==> config.mk <==
export PLATFORM = sky130hd
export DESIGN_NAME = ex_mem_stage
export DESIGN_NICKNAME = d
export VERILOG_FILES = /design/src/rtl/proc_pkg.sv /design/src/rtl/branch_resolve.sv /design/src/rtl/ex_mem_stage.sv
export SDC_FILE = /design/constraint.sdc
export NUM_CORES = 1
export LEC_CHECK = 0
export CAP_MARGIN = 15
export CORE_ASPECT_RATIO = 0.7
export CORE_MARGIN = 2
export CORE_UTILIZATION = 51
export DETAILED_ROUTE_END_ITERATION = 8
export GPL_ROUTABILITY_DRIVEN = 0
export HOLD_SLACK_MARGIN = 0.03
export PLACE_DENSITY = 0.86
export SLEW_MARGIN = 20
export SYNTH_ARGS = -nofsm -noshare
export SYNTH_HDL_FRONTEND = slang
export SYNTH_SLANG_ARGS = --single-unit
export TNS_END_PERCENT = 30
==> constraint.sdc <==
create_clock -name clk -period 14.7 [get_ports clk]
set_input_delay 2.94 -clock clk [delete_from_list [all_inputs] [get_ports clk]]
set_output_delay 2.94 -clock clk [all_outputs]
set_load 0.05 [all_outputs]
==> src/rtl/proc_pkg.sv <==
// ============================================================================
//  proc_pkg : shared branch codes, default widths and the EX/MEM beat record
//  Revision : 1.0
// ============================================================================
`default_nettype none

package proc_pkg;

  localparam int DATA_W = 32;
  localparam int REG_AW = 5;

  typedef enum logic [2:0] {
    BR_NONE = 3'b000,
    BR_BEQ  = 3'b001,
    BR_BNE  = 3'b010,
    BR_BLTZ = 3'b011,
    BR_BGEZ = 3'b100,
    BR_BLEZ = 3'b101,
    BR_BGTZ = 3'b110,
    BR_J    = 3'b111
  } br_op_t;

  typedef struct packed {
    logic [DATA_W-1:0] sum;
    logic [DATA_W-1:0] wdata;
    logic [REG_AW-1:0] rd;
    logic              regwrite;
    logic              memread;
    logic              memwrite;
  } beat_t;

endpackage

`default_nettype wire

==> src/rtl/branch_resolve.sv <==
// ============================================================================
//  branch_resolve : combinational branch condition and redirect target
//  Revision : 1.0
// ============================================================================
`default_nettype none

module branch_resolve #(
  parameter int DATA_W   = proc_pkg::DATA_W,
  parameter int BR_SHIFT = 2
) (
  input  logic [2:0]        br_op,
  input  logic              zout,
  input  logic              nout,
  input  logic [DATA_W-1:0] pc4,
  input  logic [DATA_W-1:0] imm,
  output logic              taken,
  output logic [DATA_W-1:0] target
);
  import proc_pkg::*;

  always_comb begin
    taken = 1'b0;
    case (br_op)
      BR_NONE: taken = 1'b0;
      BR_BEQ:  taken = zout;
      BR_BNE:  taken = ~zout;
      BR_BLTZ: taken = nout;
      BR_BGEZ: taken = ~nout;
      BR_BLEZ: taken = zout | nout;
      BR_BGTZ: taken = ~zout & ~nout;
      BR_J:    taken = 1'b1;
      default: taken = 1'b0;
    endcase
  end

  // Carry out of the top bit is dropped: the target wraps modulo 2^DATA_W.
  assign target = pc4 + (imm << BR_SHIFT);

endmodule

`default_nettype wire

==> src/rtl/ex_mem_stage.sv <==
// ============================================================================
//  ex_mem_stage : EX->MEM pipeline register with 2-entry skid buffer and
//                 registered branch redirect
//  Revision : 1.0
// ============================================================================
`default_nettype none

module ex_mem_stage #(
  parameter int DATA_W   = proc_pkg::DATA_W,
  parameter int REG_AW   = proc_pkg::REG_AW,
  parameter int BR_SHIFT = 2
) (
  input  logic              clk,
  input  logic              reset,
  input  logic              flush,
  input  logic              ex_valid,
  output logic              ex_ready,
  input  logic [DATA_W-1:0] ex_sum,
  input  logic              ex_zout,
  input  logic              ex_nout,
  input  logic [DATA_W-1:0] ex_wdata,
  input  logic [REG_AW-1:0] ex_rd,
  input  logic              ex_regwrite,
  input  logic              ex_memread,
  input  logic              ex_memwrite,
  input  logic [2:0]        ex_br_op,
  input  logic [DATA_W-1:0] ex_pc4,
  input  logic [DATA_W-1:0] ex_imm,
  output logic              mem_valid,
  input  logic              mem_ready,
  output logic [DATA_W-1:0] mem_alu_result,
  output logic [DATA_W-1:0] mem_wdata,
  output logic [REG_AW-1:0] mem_rd,
  output logic              mem_regwrite,
  output logic              mem_memread,
  output logic              mem_memwrite,
  output logic              br_taken,
  output logic [DATA_W-1:0] br_target
);
  import proc_pkg::*;

  // State bits are {skid_valid, main_valid}; 2'b10 is unreachable.
  localparam logic [1:0] S_EMPTY = 2'b00;
  localparam logic [1:0] S_ONE   = 2'b01;
  localparam logic [1:0] S_FULL  = 2'b11;

  logic [1:0]        state, state_nx;
  beat_t             main_q, skid_q, ex_beat;
  logic              accept, store, handshake;
  logic              load_main_ex, load_main_skid, load_skid;
  logic              br_hit;
  logic [DATA_W-1:0] br_addr;

  branch_resolve #(
    .DATA_W  (DATA_W),
    .BR_SHIFT(BR_SHIFT)
  ) u_branch_resolve (
    .br_op (ex_br_op),
    .zout  (ex_zout),
    .nout  (ex_nout),
    .pc4   (ex_pc4),
    .imm   (ex_imm),
    .taken (br_hit),
    .target(br_addr)
  );

  assign ex_beat = '{sum: ex_sum, wdata: ex_wdata, rd: ex_rd, regwrite: ex_regwrite,
                     memread: ex_memread, memwrite: ex_memwrite};

  // Beats accepted in a redirect shadow or a flush cycle are consumed but never stored.
  assign accept    = ex_valid & ex_ready;
  assign store     = accept & ~br_taken & ~flush;
  assign handshake = state[0] & mem_ready;

  always_ff @(posedge clk or posedge reset) begin
    if (reset) state <= S_EMPTY;
    else       state <= state_nx;
  end

  always_comb begin
    state_nx = state;
    if (flush) begin
      state_nx = S_EMPTY;
    end else begin
      case (state)
        S_EMPTY: if (store) state_nx = S_ONE;
        S_ONE: begin
          if (store && !handshake)      state_nx = S_FULL;
          else if (!store && handshake) state_nx = S_EMPTY;
        end
        S_FULL:  if (handshake) state_nx = S_ONE;
        default: state_nx = S_EMPTY;
      endcase
    end
  end

  always_comb begin
    load_main_ex   = 1'b0;
    load_main_skid = 1'b0;
    load_skid      = 1'b0;
    case (state)
      S_EMPTY: load_main_ex = store;
      S_ONE: begin
        load_main_ex = store & handshake;
        load_skid    = store & ~handshake;
      end
      S_FULL:  load_main_skid = handshake;
      default: ;
    endcase
  end

  always_ff @(posedge clk or posedge reset) begin
    if (reset) begin
      main_q <= '0;
      skid_q <= '0;
    end else begin
      if (load_main_ex)        main_q <= ex_beat;
      else if (load_main_skid) main_q <= skid_q;
      if (load_skid)           skid_q <= ex_beat;
    end
  end

  // ex_ready comes straight from a flop so MEM back-pressure never reaches EX combinationally.
  always_ff @(posedge clk or posedge reset) begin
    if (reset) begin
      ex_ready  <= 1'b0;
      br_taken  <= 1'b0;
      br_target <= '0;
    end else begin
      ex_ready  <= ~state_nx[1];
      br_taken  <= store & br_hit;
      br_target <= (store & br_hit) ? br_addr : '0;
    end
  end

  assign mem_valid      = state[0];
  assign mem_alu_result = main_q.sum;
  assign mem_wdata      = main_q.wdata;
  assign mem_rd         = main_q.rd;
  assign mem_regwrite   = main_q.regwrite;
  assign mem_memread    = main_q.memread;
  assign mem_memwrite   = main_q.memwrite;

endmodule

`default_nettype wire

==> results.yml <==
route:
  num_vias: 6911
  via_per_inst: 5.52
  first_iter_violations: 496
  drc: 0
  wl_per_cell_um: 17.8
  dr.pass1.iters: 7
  ant_nets: 0
  postRouteWirelength_mm: 22.3
setup_path:
  path_max_fanout: 73
  crit_chain: "clkdlybuf4s50_1, nand2_1, nor3_1, nand2b_1, nor2b_4, buf_4, nor2_4, buf_4, nand2_1, nand2_1"
  required_ps: 15000
  crit_path_end_kind: "register"
  path_class: "primary input to register"
  cpPeakStageDelay_ps: 660
  critPathBufInv: 3
  crit_family: "buffers and inverters"
  cp.arrival_ps: 5840
  slowest_stage: "buf_4"
  critPathLaunchType: "primary input"
  path_common_cell: "nand2_1"
synthesis:
  synth_compound_area_frac: 0.138
  synth-seq-area-share: 0.535
  avgSynthCellArea_um2: 10.8
  synth.ff_latch_count: 180
  synthDistinctLibCells: 62
  synth-edff-count: 0
  post_synth_and_or_nand_nor_area_fraction: 0.136
  yosysWarningCount: 0
  synthesis.area_mm2: 0.00843
  synthAdderAreaFrac: 0.0454
  synth_nets: 955
  async_flop_share: 1.00
  syn_inst: 779
  ys.flop_type: "dfrtp_1"
  synth_top_family_by_area: "compound AO/OA/AOI/OAI gates"
  synth_mux_area_frac: 0.0998
  synth_xor_area_frac: 0.0197
status:
  outcome: "complete, no violations"
die:
  fp.coreArea_mm2: 0.0162
  die_x_um: 158
  ios: 253
  initial_core_util: 0.519
  fp-row-count: 39
  dieArea_mm2: 0.0176
  die_y_um: 112
worst_hold_path:
  hold_class: "register to register"
pwr:
  leakagePower_nw: 5.26
  power_frac_comb: 0.312
  p_seq_frac: 0.406
  p_sw_mw: 0.569
  p_int_mw: 1.05
  clock_power_share: 0.282
  powerDensity_mw_per_mm2: 138
  ir_worst_vdd_uv: 80.7
  switching_share: 0.353
global_route:
  grt_antenna_before_repair: 0
  grt_pass1_wl_mm: 35.9
  track_usage: 0.262
  grt_max_degree: 112
  grt_pass1_vias: 6873
  overflow: 0
sta:
  clock.fmax_mhz: 180
  worst_pin_slew_ps: 995
  tns_ps: 0
  min_period_ps: 5540
  rsz0062_at_grt: "no"
  final.period_utilization: 0.377
  setup_viol: 0
  maxSlewHeadroom: 0.337
  whs_ps: 474
  finalHoldViolCount: 0
  finClkSkew_ps: 10.4
  drv_slew: 0
clock_network:
  cts_tree: "built"
  cts.sinks: 180
  clock_path_buffers: 2
  cts-root-buf: "clkbuf_16"
  postCtsSetupBuffers: 0
  clk_pin_slew_worst_paths_ps: 70
  postCtsResizedCells: 0
  hold_buffers: 0
  numCtsBuffers: 17
  htreeDepth: 4
  clock_latency_ps: 440
cells_and_area:
  seqCellArea_mm2: 0.00450
  final_cell_area_mm2: 0.0117
  filler_cell_count: 1133
  final_cell_mix: "clkdlybuf4s50_1, dfrtp_1, nand2_1, a22oi_1, mux2_2"
  nNetsFinal: 1192
  multiInputGateArea_mm2: 0.00373
  fin_cells: 1253
  antennaDiodeCount: 0
  drive_above_1_share: 0.130
  area_growth_pct: 38.7
  layout_commonest_cell: "clkdlybuf4s50_1"
placed_design:
  dp_cells: 1222
  io_buffer_count: 250
  dpl_cell_area_mm2: 0.0111
  dp_hpwl_mm: 15.3
job:
  drv_cap: 0
==> cells by family (layout without fill, tap and decap cells) <==
kind of cell             count (synthesis)  after routing
AND/OR/NAND/NOR                        262            262
flip-flops                             180            180
AO/OA/AOI/OAI                          163            163
multiplexers                            75             75
buffers and inverters                   50            299
adder cells (fa/ha/maj)                 30             30
XOR/XNOR                                19             19
==> worst reg2reg max path: stages, from the launching register on <==
cell	delay (ps)
dfrtp_1	420
nor3_1	340
nand2b_1	230
nor2b_4	140
buf_4	660
nor2_4	370
buf_4	400
nand2_1	170
nand2_1	90
==> sequential cells by signal, summed over array words and instances, names as in the netlist <==
register,cells
br_taken,1
br_target,32
ex_ready,1
mem_alu_result,32
mem_memread,1
mem_memwrite,1
mem_rd,5
mem_regwrite,1
mem_wdata,32
skid_q,72
state,2
==> Yosys cell counts (all sizes together), types with 2 or more instances <==
library cell	n	area, µm²
o21ba	2	20.0
a31oi	4	25.0
o21a	4	30.0
o211ai	4	35.0
nand3	7	35.0
xnor2	9	78.8
ha	29	363
a21oi	35	194
nand2b	7	43.8
and3	2	12.5
nand2	169	634
nor2	39	146
a22oi	73	548
nor3b	5	42.5
nand3b	2	15.0
nand4	6	37.5
or2	3	18.8
and2	3	18.8
clkbuf	23	87.6
nor3	11	65.1
mux2i	3	30.0
nor2b	2	12.5
o21ai	15	75.1
xor2	10	87.6
buf	15	92.6
o21bai	3	22.5
dfrtp	180	4500
inv	12	45.1
mux2	72	811
a21o	11	83.8
==> power groups by stage <==
stage          Clock, mW  Combinational [mW]  Sequential, mW
3_5_place_dp           0               0.503           0.664
4_1_cts            0.462               0.506           0.656
2_1_floorplan          0               0.170           0.812
6_report           0.455               0.504           0.656
5_1_grt            0.485               0.538           0.669
3_3_place_gp           0               0.492           0.656
==> path summary, 6_finish.rpt <==
path / startpoint / to / slack [ps] / cells past startpoint
min in group asynchronous: reset / mem_wdata[14]$_DFFE_PP0P_ / 3090 / 2
hold / removal: mem_wdata[25]$_DFFE_PP0P_ / mem_wdata[25]$_DFFE_PP0P_ / 470 / 2
setup reg to reg: br_taken$_DFF_PP0_ / mem_alu_result[8]$_DFFE_PP0P_ / 11760 / 8
max in group asynchronous: reset / br_taken$_DFF_PP0_ / 10140 / 3
hold reg to reg: mem_wdata[25]$_DFFE_PP0P_ / mem_wdata[25]$_DFFE_PP0P_ / 470 / 2
setup / recovery: ex_valid / mem_alu_result[8]$_DFFE_PP0P_ / 9160 / 10
==> area by class of cell <==
type,count,share of cell area
clock buffer,17,0.0364
clock inverter,14,0.0132
inverter,12,0.00428
multi-input combinational,549,0.319
sequential,180,0.385
tap,225,0.0241
timing repair buffer,256,0.218
==> routing by layer <==
| layer | share of wire | up-vias | track usage |
|---|---|---|---|
| met4 | 0.027 | 0 | 0.106 |
| met1 | 0.44 | 3358 | 0.367 |
| li1 | - | 3224 | - |
| met5 | 0 | - | 0 |
| met3 | 0.083 | 42 | 0.0611 |
| met2 | 0.45 | 287 | 0.394 |
==> through the flow <==
step	setup slack (ps)	util	total power, mW
6_report	9160	0.719	1.61
2_1_floorplan	6870	-	0.982
5_1_grt	8990	0.719	1.69
4_1_cts	9190	0.719	1.62
3_5_place_dp	8760	0.684	1.17
3_3_place_gp	8830	0.684	1.15
(Power assumes the default switching activity.)
